--- src/rtl/output_controller_if.sv ---
// Command channel from the calculator core to the output controller.
// A command transfers on a rising edge where cmd_valid and cmd_ready are both high.
interface output_controller_if;
   logic        cmd_valid;
   logic        cmd_ready;
   logic [2:0]  cmd_op;
   logic [15:0] cmd_data;

   modport master (output cmd_valid, output cmd_op, output cmd_data, input cmd_ready);
   modport slave  (input cmd_valid, input cmd_op, input cmd_data, output cmd_ready);
endinterface

--- src/rtl/output_controller.sv ---
// Display/LED/buzzer sequencer: executes one-word commands, drives four segment octets
// (bit 7 = segment a ... bit 1 = segment g, bit 0 = dp), handles blinking and beep trains.
module output_controller #(
   parameter int BEEP_CYC  = 5000000,
   parameter int BLINK_CYC = 12500000
) (
   input  logic                Clock,
   input  logic                Reset,
   output_controller_if.slave  cmd,
   output logic [7:0]          oct0,
   output logic [7:0]          oct1,
   output logic [7:0]          oct2,
   output logic [7:0]          oct3,
   output logic [7:0]          LD,
   output logic                Buzz,
   output logic                busy,
   output logic [1:0]          dbg_state
);

   localparam int BEEP_W  = $clog2(BEEP_CYC);
   localparam int BLINK_W = $clog2(BLINK_CYC);
   localparam logic [BEEP_W-1:0]  BEEP_LAST  = BEEP_W'(BEEP_CYC - 1);
   localparam logic [BLINK_W-1:0] BLINK_LAST = BLINK_W'(BLINK_CYC - 1);

   typedef enum logic [1:0] {IDLE, EXEC, BEEP_ON, BEEP_OFF} state_e;
   typedef enum logic [2:0] {OP_NOP, OP_HEX, OP_LED, OP_BEEP,
                             OP_BLINK, OP_CLEAR, OP_DP, OP_ERR} op_e;

   state_e               state_q, state_d;
   op_e                  op_q, op_d;
   logic [15:0]          data_q, data_d;
   logic [3:0][6:0]      seg_q, seg_d;
   logic [3:0]           dp_q, dp_d;
   logic [7:0]           ld_q, ld_d;
   logic [7:0]           beeps_q, beeps_d;
   logic [BEEP_W-1:0]    beep_cnt_q, beep_cnt_d;
   logic                 blink_en_q, blink_en_d;
   logic                 blink_ph_q, blink_ph_d;
   logic [BLINK_W-1:0]   blink_cnt_q, blink_cnt_d;
   logic                 buzz_q, buzz_d;
   logic                 busy_q, busy_d;
   logic                 ready_q, ready_d;
   logic [3:0][7:0]      oct_q, oct_d;

   function automatic logic [6:0] hex_font(input logic [3:0] n);
      case (n)
         4'h0: hex_font = 7'h7E;  4'h1: hex_font = 7'h30;
         4'h2: hex_font = 7'h6D;  4'h3: hex_font = 7'h79;
         4'h4: hex_font = 7'h33;  4'h5: hex_font = 7'h5B;
         4'h6: hex_font = 7'h5F;  4'h7: hex_font = 7'h70;
         4'h8: hex_font = 7'h7F;  4'h9: hex_font = 7'h7B;
         4'hA: hex_font = 7'h77;  4'hB: hex_font = 7'h1F;
         4'hC: hex_font = 7'h4E;  4'hD: hex_font = 7'h3D;
         4'hE: hex_font = 7'h4F;  default: hex_font = 7'h47;
      endcase
   endfunction

   always_comb begin
      state_d     = state_q;
      op_d        = op_q;
      data_d      = data_q;
      seg_d       = seg_q;
      dp_d        = dp_q;
      ld_d        = ld_q;
      beeps_d     = beeps_q;
      beep_cnt_d  = beep_cnt_q;
      blink_en_d  = blink_en_q;
      blink_ph_d  = blink_ph_q;
      blink_cnt_d = blink_cnt_q;

      if (blink_en_q) begin
         if (blink_cnt_q == BLINK_LAST) begin
            blink_cnt_d = '0;
            blink_ph_d  = ~blink_ph_q;
         end else begin
            blink_cnt_d = blink_cnt_q + 1'b1;
         end
      end

      case (state_q)
         IDLE: begin
            if (cmd.cmd_valid) begin
               op_d    = op_e'(cmd.cmd_op);
               data_d  = cmd.cmd_data;
               state_d = EXEC;
            end
         end
         EXEC: begin
            state_d = IDLE;
            case (op_q)
               OP_HEX:  for (int i = 0; i < 4; i++) seg_d[i] = hex_font(data_q[4*(3-i) +: 4]);
               OP_LED:  ld_d = data_q[7:0];
               OP_BEEP: begin
                  if (data_q[7:0] != 8'd0) begin
                     beeps_d    = data_q[7:0];
                     beep_cnt_d = '0;
                     state_d    = BEEP_ON;
                  end
               end
               // Restarting the blink always begins with a visible phase.
               OP_BLINK: begin
                  blink_en_d  = data_q[0];
                  blink_cnt_d = '0;
                  blink_ph_d  = 1'b0;
               end
               OP_CLEAR: begin
                  seg_d       = '0;
                  dp_d        = '0;
                  blink_en_d  = 1'b0;
                  blink_cnt_d = '0;
                  blink_ph_d  = 1'b0;
               end
               OP_DP:   for (int i = 0; i < 4; i++) dp_d[i] = data_q[3-i];
               OP_ERR: begin
                  seg_d[0]   = 7'h4F;
                  seg_d[1]   = 7'h05;
                  seg_d[2]   = 7'h05;
                  seg_d[3]   = 7'h00;
                  dp_d       = '0;
                  beeps_d    = 8'd3;
                  beep_cnt_d = '0;
                  state_d    = BEEP_ON;
               end
               default: ;
            endcase
         end
         BEEP_ON: begin
            if (beep_cnt_q == BEEP_LAST) begin
               beep_cnt_d = '0;
               state_d    = BEEP_OFF;
            end else begin
               beep_cnt_d = beep_cnt_q + 1'b1;
            end
         end
         default: begin
            if (beep_cnt_q == BEEP_LAST) begin
               beep_cnt_d = '0;
               if (beeps_q > 8'd1) begin
                  beeps_d = beeps_q - 8'd1;
                  state_d = BEEP_ON;
               end else begin
                  state_d = IDLE;
               end
            end else begin
               beep_cnt_d = beep_cnt_q + 1'b1;
            end
         end
      endcase

      // All visible outputs are registered from the next-state values.
      buzz_d  = (state_d == BEEP_ON);
      busy_d  = (state_d == BEEP_ON) || (state_d == BEEP_OFF);
      ready_d = (state_d == IDLE);
      for (int i = 0; i < 4; i++)
         oct_d[i] = (blink_en_d && blink_ph_d) ? 8'h00 : {seg_d[i], dp_d[i]};
   end

   always_ff @(posedge Clock) begin
      if (Reset) begin
         state_q     <= IDLE;
         op_q        <= OP_NOP;
         data_q      <= '0;
         seg_q       <= '0;
         dp_q        <= '0;
         ld_q        <= '0;
         beeps_q     <= '0;
         beep_cnt_q  <= '0;
         blink_en_q  <= 1'b0;
         blink_ph_q  <= 1'b0;
         blink_cnt_q <= '0;
         buzz_q      <= 1'b0;
         busy_q      <= 1'b0;
         ready_q     <= 1'b1;
         oct_q       <= '0;
      end else begin
         state_q     <= state_d;
         op_q        <= op_d;
         data_q      <= data_d;
         seg_q       <= seg_d;
         dp_q        <= dp_d;
         ld_q        <= ld_d;
         beeps_q     <= beeps_d;
         beep_cnt_q  <= beep_cnt_d;
         blink_en_q  <= blink_en_d;
         blink_ph_q  <= blink_ph_d;
         blink_cnt_q <= blink_cnt_d;
         buzz_q      <= buzz_d;
         busy_q      <= busy_d;
         ready_q     <= ready_d;
         oct_q       <= oct_d;
      end
   end

   assign cmd.cmd_ready = ready_q;
   assign oct0      = oct_q[0];
   assign oct1      = oct_q[1];
   assign oct2      = oct_q[2];
   assign oct3      = oct_q[3];
   assign LD        = ld_q;
   assign Buzz      = buzz_q;
   assign busy      = busy_q;
   assign dbg_state = state_q;

endmodule

--- src/flat_wrapper.sv ---
// flat-port wrapper written by rule: the top's interface ports become plain ports
module output_controller_flat 
#(
   parameter int BEEP_CYC  = 5000000,
   parameter int BLINK_CYC = 12500000
)
  (Clock, Reset, oct0, oct1, oct2, oct3, LD, Buzz, busy, dbg_state, cmd_cmd_valid, cmd_cmd_op, cmd_cmd_data, cmd_cmd_ready);
  output_controller_if cmd_i ();
  input  logic Clock;
  input  logic Reset;
  output logic [7:0] oct0;
  output logic [7:0] oct1;
  output logic [7:0] oct2;
  output logic [7:0] oct3;
  output logic [7:0] LD;
  output logic Buzz;
  output logic busy;
  output logic [1:0] dbg_state;
  input wire logic [$bits(cmd_i.cmd_valid)-1:0] cmd_cmd_valid;
  input wire logic [$bits(cmd_i.cmd_op)-1:0] cmd_cmd_op;
  input wire logic [$bits(cmd_i.cmd_data)-1:0] cmd_cmd_data;
  output wire logic [$bits(cmd_i.cmd_ready)-1:0] cmd_cmd_ready;
  assign cmd_i.cmd_valid = cmd_cmd_valid;
  assign cmd_i.cmd_op = cmd_cmd_op;
  assign cmd_i.cmd_data = cmd_cmd_data;
  assign cmd_cmd_ready = cmd_i.cmd_ready;
  output_controller #(.BEEP_CYC(BEEP_CYC), .BLINK_CYC(BLINK_CYC)) u_core (.Clock(Clock), .Reset(Reset), .cmd(cmd_i), .oct0(oct0), .oct1(oct1), .oct2(oct2), .oct3(oct3), .LD(LD), .Buzz(Buzz), .busy(busy), .dbg_state(dbg_state));
endmodule
--- config.mk ---
export PLATFORM = sky130hd
export DESIGN_NAME = output_controller_flat
export DESIGN_NICKNAME = d
export VERILOG_FILES = /design/src/rtl/output_controller_if.sv /design/src/rtl/output_controller.sv /design/src/flat_wrapper.sv
export SDC_FILE = /design/constraint.sdc
export NUM_CORES = 1
export LEC_CHECK = 0
export BUFFER_PORTS_ARGS = -buffer_cell sky130_fd_sc_hd__buf_2
export CAP_MARGIN = 20
export CORE_ASPECT_RATIO = 1.4
export CORE_MARGIN = 10
export CORE_UTILIZATION = 64
export DETAILED_ROUTE_END_ITERATION = 16
export PLACE_DENSITY_LB_ADDON = 0.25
export SYNTH_ARGS = -nofsm -noshare
export SYNTH_HDL_FRONTEND = slang
export SYNTH_SLANG_ARGS = --single-unit
--- constraint.sdc ---
create_clock -name Clock -period 4.5 [get_ports Clock]
set_clock_uncertainty 0.15 [all_clocks]
set_input_delay 0.45 -clock Clock [delete_from_list [all_inputs] [get_ports Clock]]
set_output_delay 0.45 -clock Clock [all_outputs]
set_load 0.01 [all_outputs]
# After elaboration in Yosys (flattened, before gate mapping)

Memories as Yosys holds them, arrays and structs flattened. A register that Yosys moved wholly into a read port is not among the register bits.
Cells that the tools add are included.

Bits of input ports: 22
Bits in registers: 153
ROM bits: 448
Output and inout port bits: 45
Logic and storage cells: 100
Memories kept: 4

Memory list:

| name             | depth | bits a word | read ports | clocked after Yosys merged registers in | write ports | line                    | RTL |
|---|---|---|---|---|---|---|---|
| (name not given) | 16    | 7           | 1          | 1                                       | 0           | output_controller.sv:46 | `case (n)` |
| (name not given) | 16    | 7           | 1          | 1                                       | 0           | output_controller.sv:46 |  |
| (name not given) | 16    | 7           | 1          | 1                                       | 0           | output_controller.sv:46 |  |
| (name not given) | 16    | 7           | 1          | 1                                       | 0           | output_controller.sv:46 |  |

Bitwise gates (word level): 3
Reduce and logical (&&, ||, !) cells: 15
Magnitude comparators: 1
Equality and inequality tests: 15
Add/sub/neg operators: 3
Multiplexer cells: 38

Operators with widths:

| kind                    | count |
|---|---|
| $mux W24                | 4 |
| $pmux W23 S2            | 2 |
| $pmux W28 S3            | 1 |
| $mux W23                | 2 |
| $mux W4                 | 9 |
| $pmux W8 S2             | 2 |
| $mux W28                | 1 |
| $add A24 B1 Y24 const B | 1 |
| $eq A24 B24 Y1 const B  | 1 |
| $mux W8                 | 3 |
| $add A23 B1 Y23 const B | 1 |
| $eq A23 B23 Y1 const B  | 1 |
| $eq A3 B3 Y1 const B    | 4 |
| $mux W2                 | 5 |
| $gt A8 B1 Y1 const B    | 1 |
| $pmux W4 S2             | 1 |
| $reduce_bool A8 Y1      | 1 |
| $reduce_or A2 Y1        | 4 |
| $sub A8 B1 Y8 const B   | 1 |
| $eq A2 B2 Y1 const B    | 3 |
| $eq A3 B2 Y1 const B    | 2 |
| $pmux W2 S3             | 1 |
| $mux W1                 | 5 |
| $reduce_and A5 Y1       | 1 |
| 13 further kinds        | 18 |

# Longest topological paths before layout

Depth after elaboration: 7
Mapped depth: 10
Gate-level depth less buffers: 8

# Least setup slack after synthesis

OpenSTA, ideal clock, no wires.

Path type: in2reg
From: input port cmd_cmd_valid
To: register (tool-made name)
Path buffers: 2
Required time: 4.292 ns
Stages on the path: 9
Arrival: 2.413 ns
Slack: 1.880 ns
Setup time: 0.058 ns
Path through: nor3b_1 > buf_2 > buf_2 > mux2i_1 > nor2_1 > inv_1 > ha_1 > mux4_2 > inv_1

RTL lines:

| item        | line               | RTL |
|---|---|---|
| from (decl) | flat_wrapper.sv:19 | `input wire logic [$bits(cmd_i.cmd_valid)-1:0] cmd_cmd_valid;` |

==> flow_summary.ini <==
[hold_path]
min_path_type = in2reg

[clock_tree]
cts_buffers = 17
clkTransAtPathRegs_ps = 60
cts_root_buffer = clkbuf_16
clockBufferDepth = 2
ctsHoldBuffers = 0
htreeDepth = 4
post_cts_resized = 0
cts_tree = built
clock_latency_ps = 420
cts_setup_buffers = 0
clkSinkCount = 181

[logic_synthesis]
synth_nets = 866
synth.avg_cell_area_um2 = 9.410
synth_top_cell_area_share_pct = 47.42
ys_types = 59
synthArstFlopShare_pct = 0
synth_area_leaders = dfxtp_1 (47%), nor2_1 (5.9%), ha_1 (5.2%), mux2i_1 (4.5%), a22oi_1 (3.5%)
syn_area_um2 = 7641
yosysWarnings = 0
synth_flop_cell = dfxtp_1
ys_top_cells_by_count = dfxtp_1 (181), nor2_1 (121), nor3_1 (39)
synth_fa_ha_area_share_pct = 5.240
netlist_instances = 812
synth_seq_area_share_pct = 47.42
synth_compound_area_share_pct = 11.35
synth_xor_area_share_pct = 4.585
synth.ff_latch_count = 181
synth_edf_count = 0
synth_top_family_by_area = simple AND/OR/NAND/NOR gates
synth_mux_area_share_pct = 5.633
synth_most_common_cell = dfxtp_1
synth-simple-area-share_pct = 21.22
synth_top_area_cell = dfxtp_1

[power]
power.density_nw_per_um2 = 390.0
finalPower_mw = 3.331
p_leak_nw = 3.369
combPwrFrac_pct = 6.7
ir_drop_uv = 305.3
switchingPower_mw = 0.7931
clkPwrFrac_pct = 42.7
p_int_mw = 2.538
seq_power_share_pct = 50.6
switching_share_pct = 23.81

[timing]
post-route-period-util_pct = 61.72
tns_ps = 0
fmaxAchievable_ghz = 0.3601
timing.final.hold_violations = 0
tightest_slew_ps = 1076
maxSlewHeadroom_pct = 27.61
setup_viol_count_final = 0
rsz0062_at_grt = false
drv_slew = 0
fin_crit_ps = 2777

[drt]
drtAntennaViolNets = 0
wl_met3_um = 793
drt_iter0_drc = 363
wl_per_cell_um = 17.13
dr_total_vias = 6087
wl_met2_mm = 9.196
viasPerCell = 5.956
top_layer_used = met4
post-route-drc-count = 0
wirelength_mm = 17.51
wl_met1_mm = 6.886
firstDrtPassIters = 6

[setup_path]
slowest_delay_ps = 480
rrSetupSlack_ps = 1720
critPathBufInv = 3
critPathRequiredTime_ps = 4720
cp_slowest_cell = mux4_2
cp_num_cells = 8
start_kind = flop
rr_worst_depth = 8
worstPathCellList = nor3b_2 > buf_4 > mux2i_1 > nor2_1 > inv_1 > ha_1 > mux4_2 > inv_1
cp_top_family = multiplexers
cp.arrival_ps = 3000
startpoint = u_core.dbg_state[1]
path_max_fanout = 19
endpoint_kind = flop
r2r-start = u_core.dbg_state[1]
critical_path.most_common_cell = inv_1
crit_type = reg2reg

[cells_and_area]
drive_above_1_share_pct = 15.09
layout.nets = 916
antenna_cells = 0
fillerInstances = 879
area_delta_synth_final_pct = 11.77

[placement]
gp_congestion = 0.9011
io_buffers = 66
dp_hpwl_mm = 12.43

[floorplanning]
rows = 47
coreArea_um2 = 11760
die_y_um = 149.3
io_pins = 67
start_util_pct = 64.97
die_w_um = 112.3
dieArea_um2 = 16770

[flow_run]
max_cap_viol_count = 0

[global_routing]
grt_pass1_vias = 6022
grt_overflow = 0
grt_max_degree = 62
grt_pass1_wl_mm = 28.71
track_usage_pct = 20.71
antenna_found_initial = 0

[outcome]
outcome = finished, final reports clean
[routing by layer]
layer | vias to the layer above | track usage [%]
met5 | - | 0
met4 | 0 | 11.32
met3 | 50 | 4.710
met2 | 204 | 37.46
met1 | 2876 | 21.61
li1 | 2957 | -
[cell usage in the layout (no fill, tap or decap), drive strengths merged, types with 11 or more instances in the layout]
cell type,Yosys,layout
dfxtp,181,181
nor2,123,123
a21oi,34,34
nor3,40,40
nand3b,16,16
ha,32,32
a31oi,11,11
o21ai,30,30
buf,16,72
mux2i,34,34
inv,28,33
a22oi,36,36
nand2,38,38
nand4,12,12
xor2,24,24
nor2b,12,12
nand3,22,22
xnor2,16,16
nor4,11,11
clkbuf,24,19
[how the worst min path moves through the flow]
stage,from,to,slack (ps),depth (start not counted)
global placement,u_core.beeps_q[3],u_core.beeps_q[3],320,2
global route,cmd_cmd_op[2],u_core.op_q[2],130,3
detailed placement,u_core.beeps_q[3],u_core.beeps_q[3],330,2
finish,cmd_cmd_op[1],u_core.op_q[1],130,3
CTS,cmd_cmd_op[2],u_core.op_q[2],120,3
floorplan,u_core.seg_q[16],u_core.seg_q[16],300,2
[cells by family after synthesis]
group                    after synthesis
buffers and inverters                 69
flip-flops                           181
XOR/XNOR                              40
adder cells (fa/ha/maj)               32
AO/OA/AOI/OAI                        133
AND/OR/NAND/NOR                      319
multiplexers                          38
[worst min-delay path: cells and delay by family]
kind / cells / cell delay (ps)
buf+inv: 1 / 80
simple gates: 1 / 80
mux: 1 / 60
[cell type report]
type,instances,area [µm²],area share (%)
clock buffers,19,452.9,5.303
clock inverters,13,120.1,1.406
inverters,28,105.1,1.231
multi-input cells,562,3677,43.06
flip-flops and latches,181,3623,42.43
well taps,147,183.9,2.154
repair buffers,72,377.9,4.424
[power by group through the flow]
stage / Clock [mW] / Combinational (mW) / Sequential [mW]
after floorplan: 0 / 0.171 / 1.71
after global placement: 0 / 0.208 / 1.72
after detailed placement: 0 / 0.219 / 1.72
after CTS: 1.43 / 0.221 / 1.69
after global routing: 1.49 / 0.247 / 1.69
final: 1.42 / 0.224 / 1.69
[through the flow]
step | instances | hold slack, ps | setup WS (ps) | util [%] | cell area, µm²
after floorplan | 812 | 297.3 | 1880 | - | 7641
after global placement | 990 | 316.7 | 1893 | 67.74 | 7968
after detailed placement | 990 | 327.2 | 1720 | 67.74 | 7968
after CTS | 1022 | 118.4 | 1746 | 72.62 | 8541
after global routing | 1022 | 130.9 | 1521 | 72.62 | 8541
final | 1022 | 126.9 | 1723 | 72.62 | 8541
(Power assumes the default switching activity.)
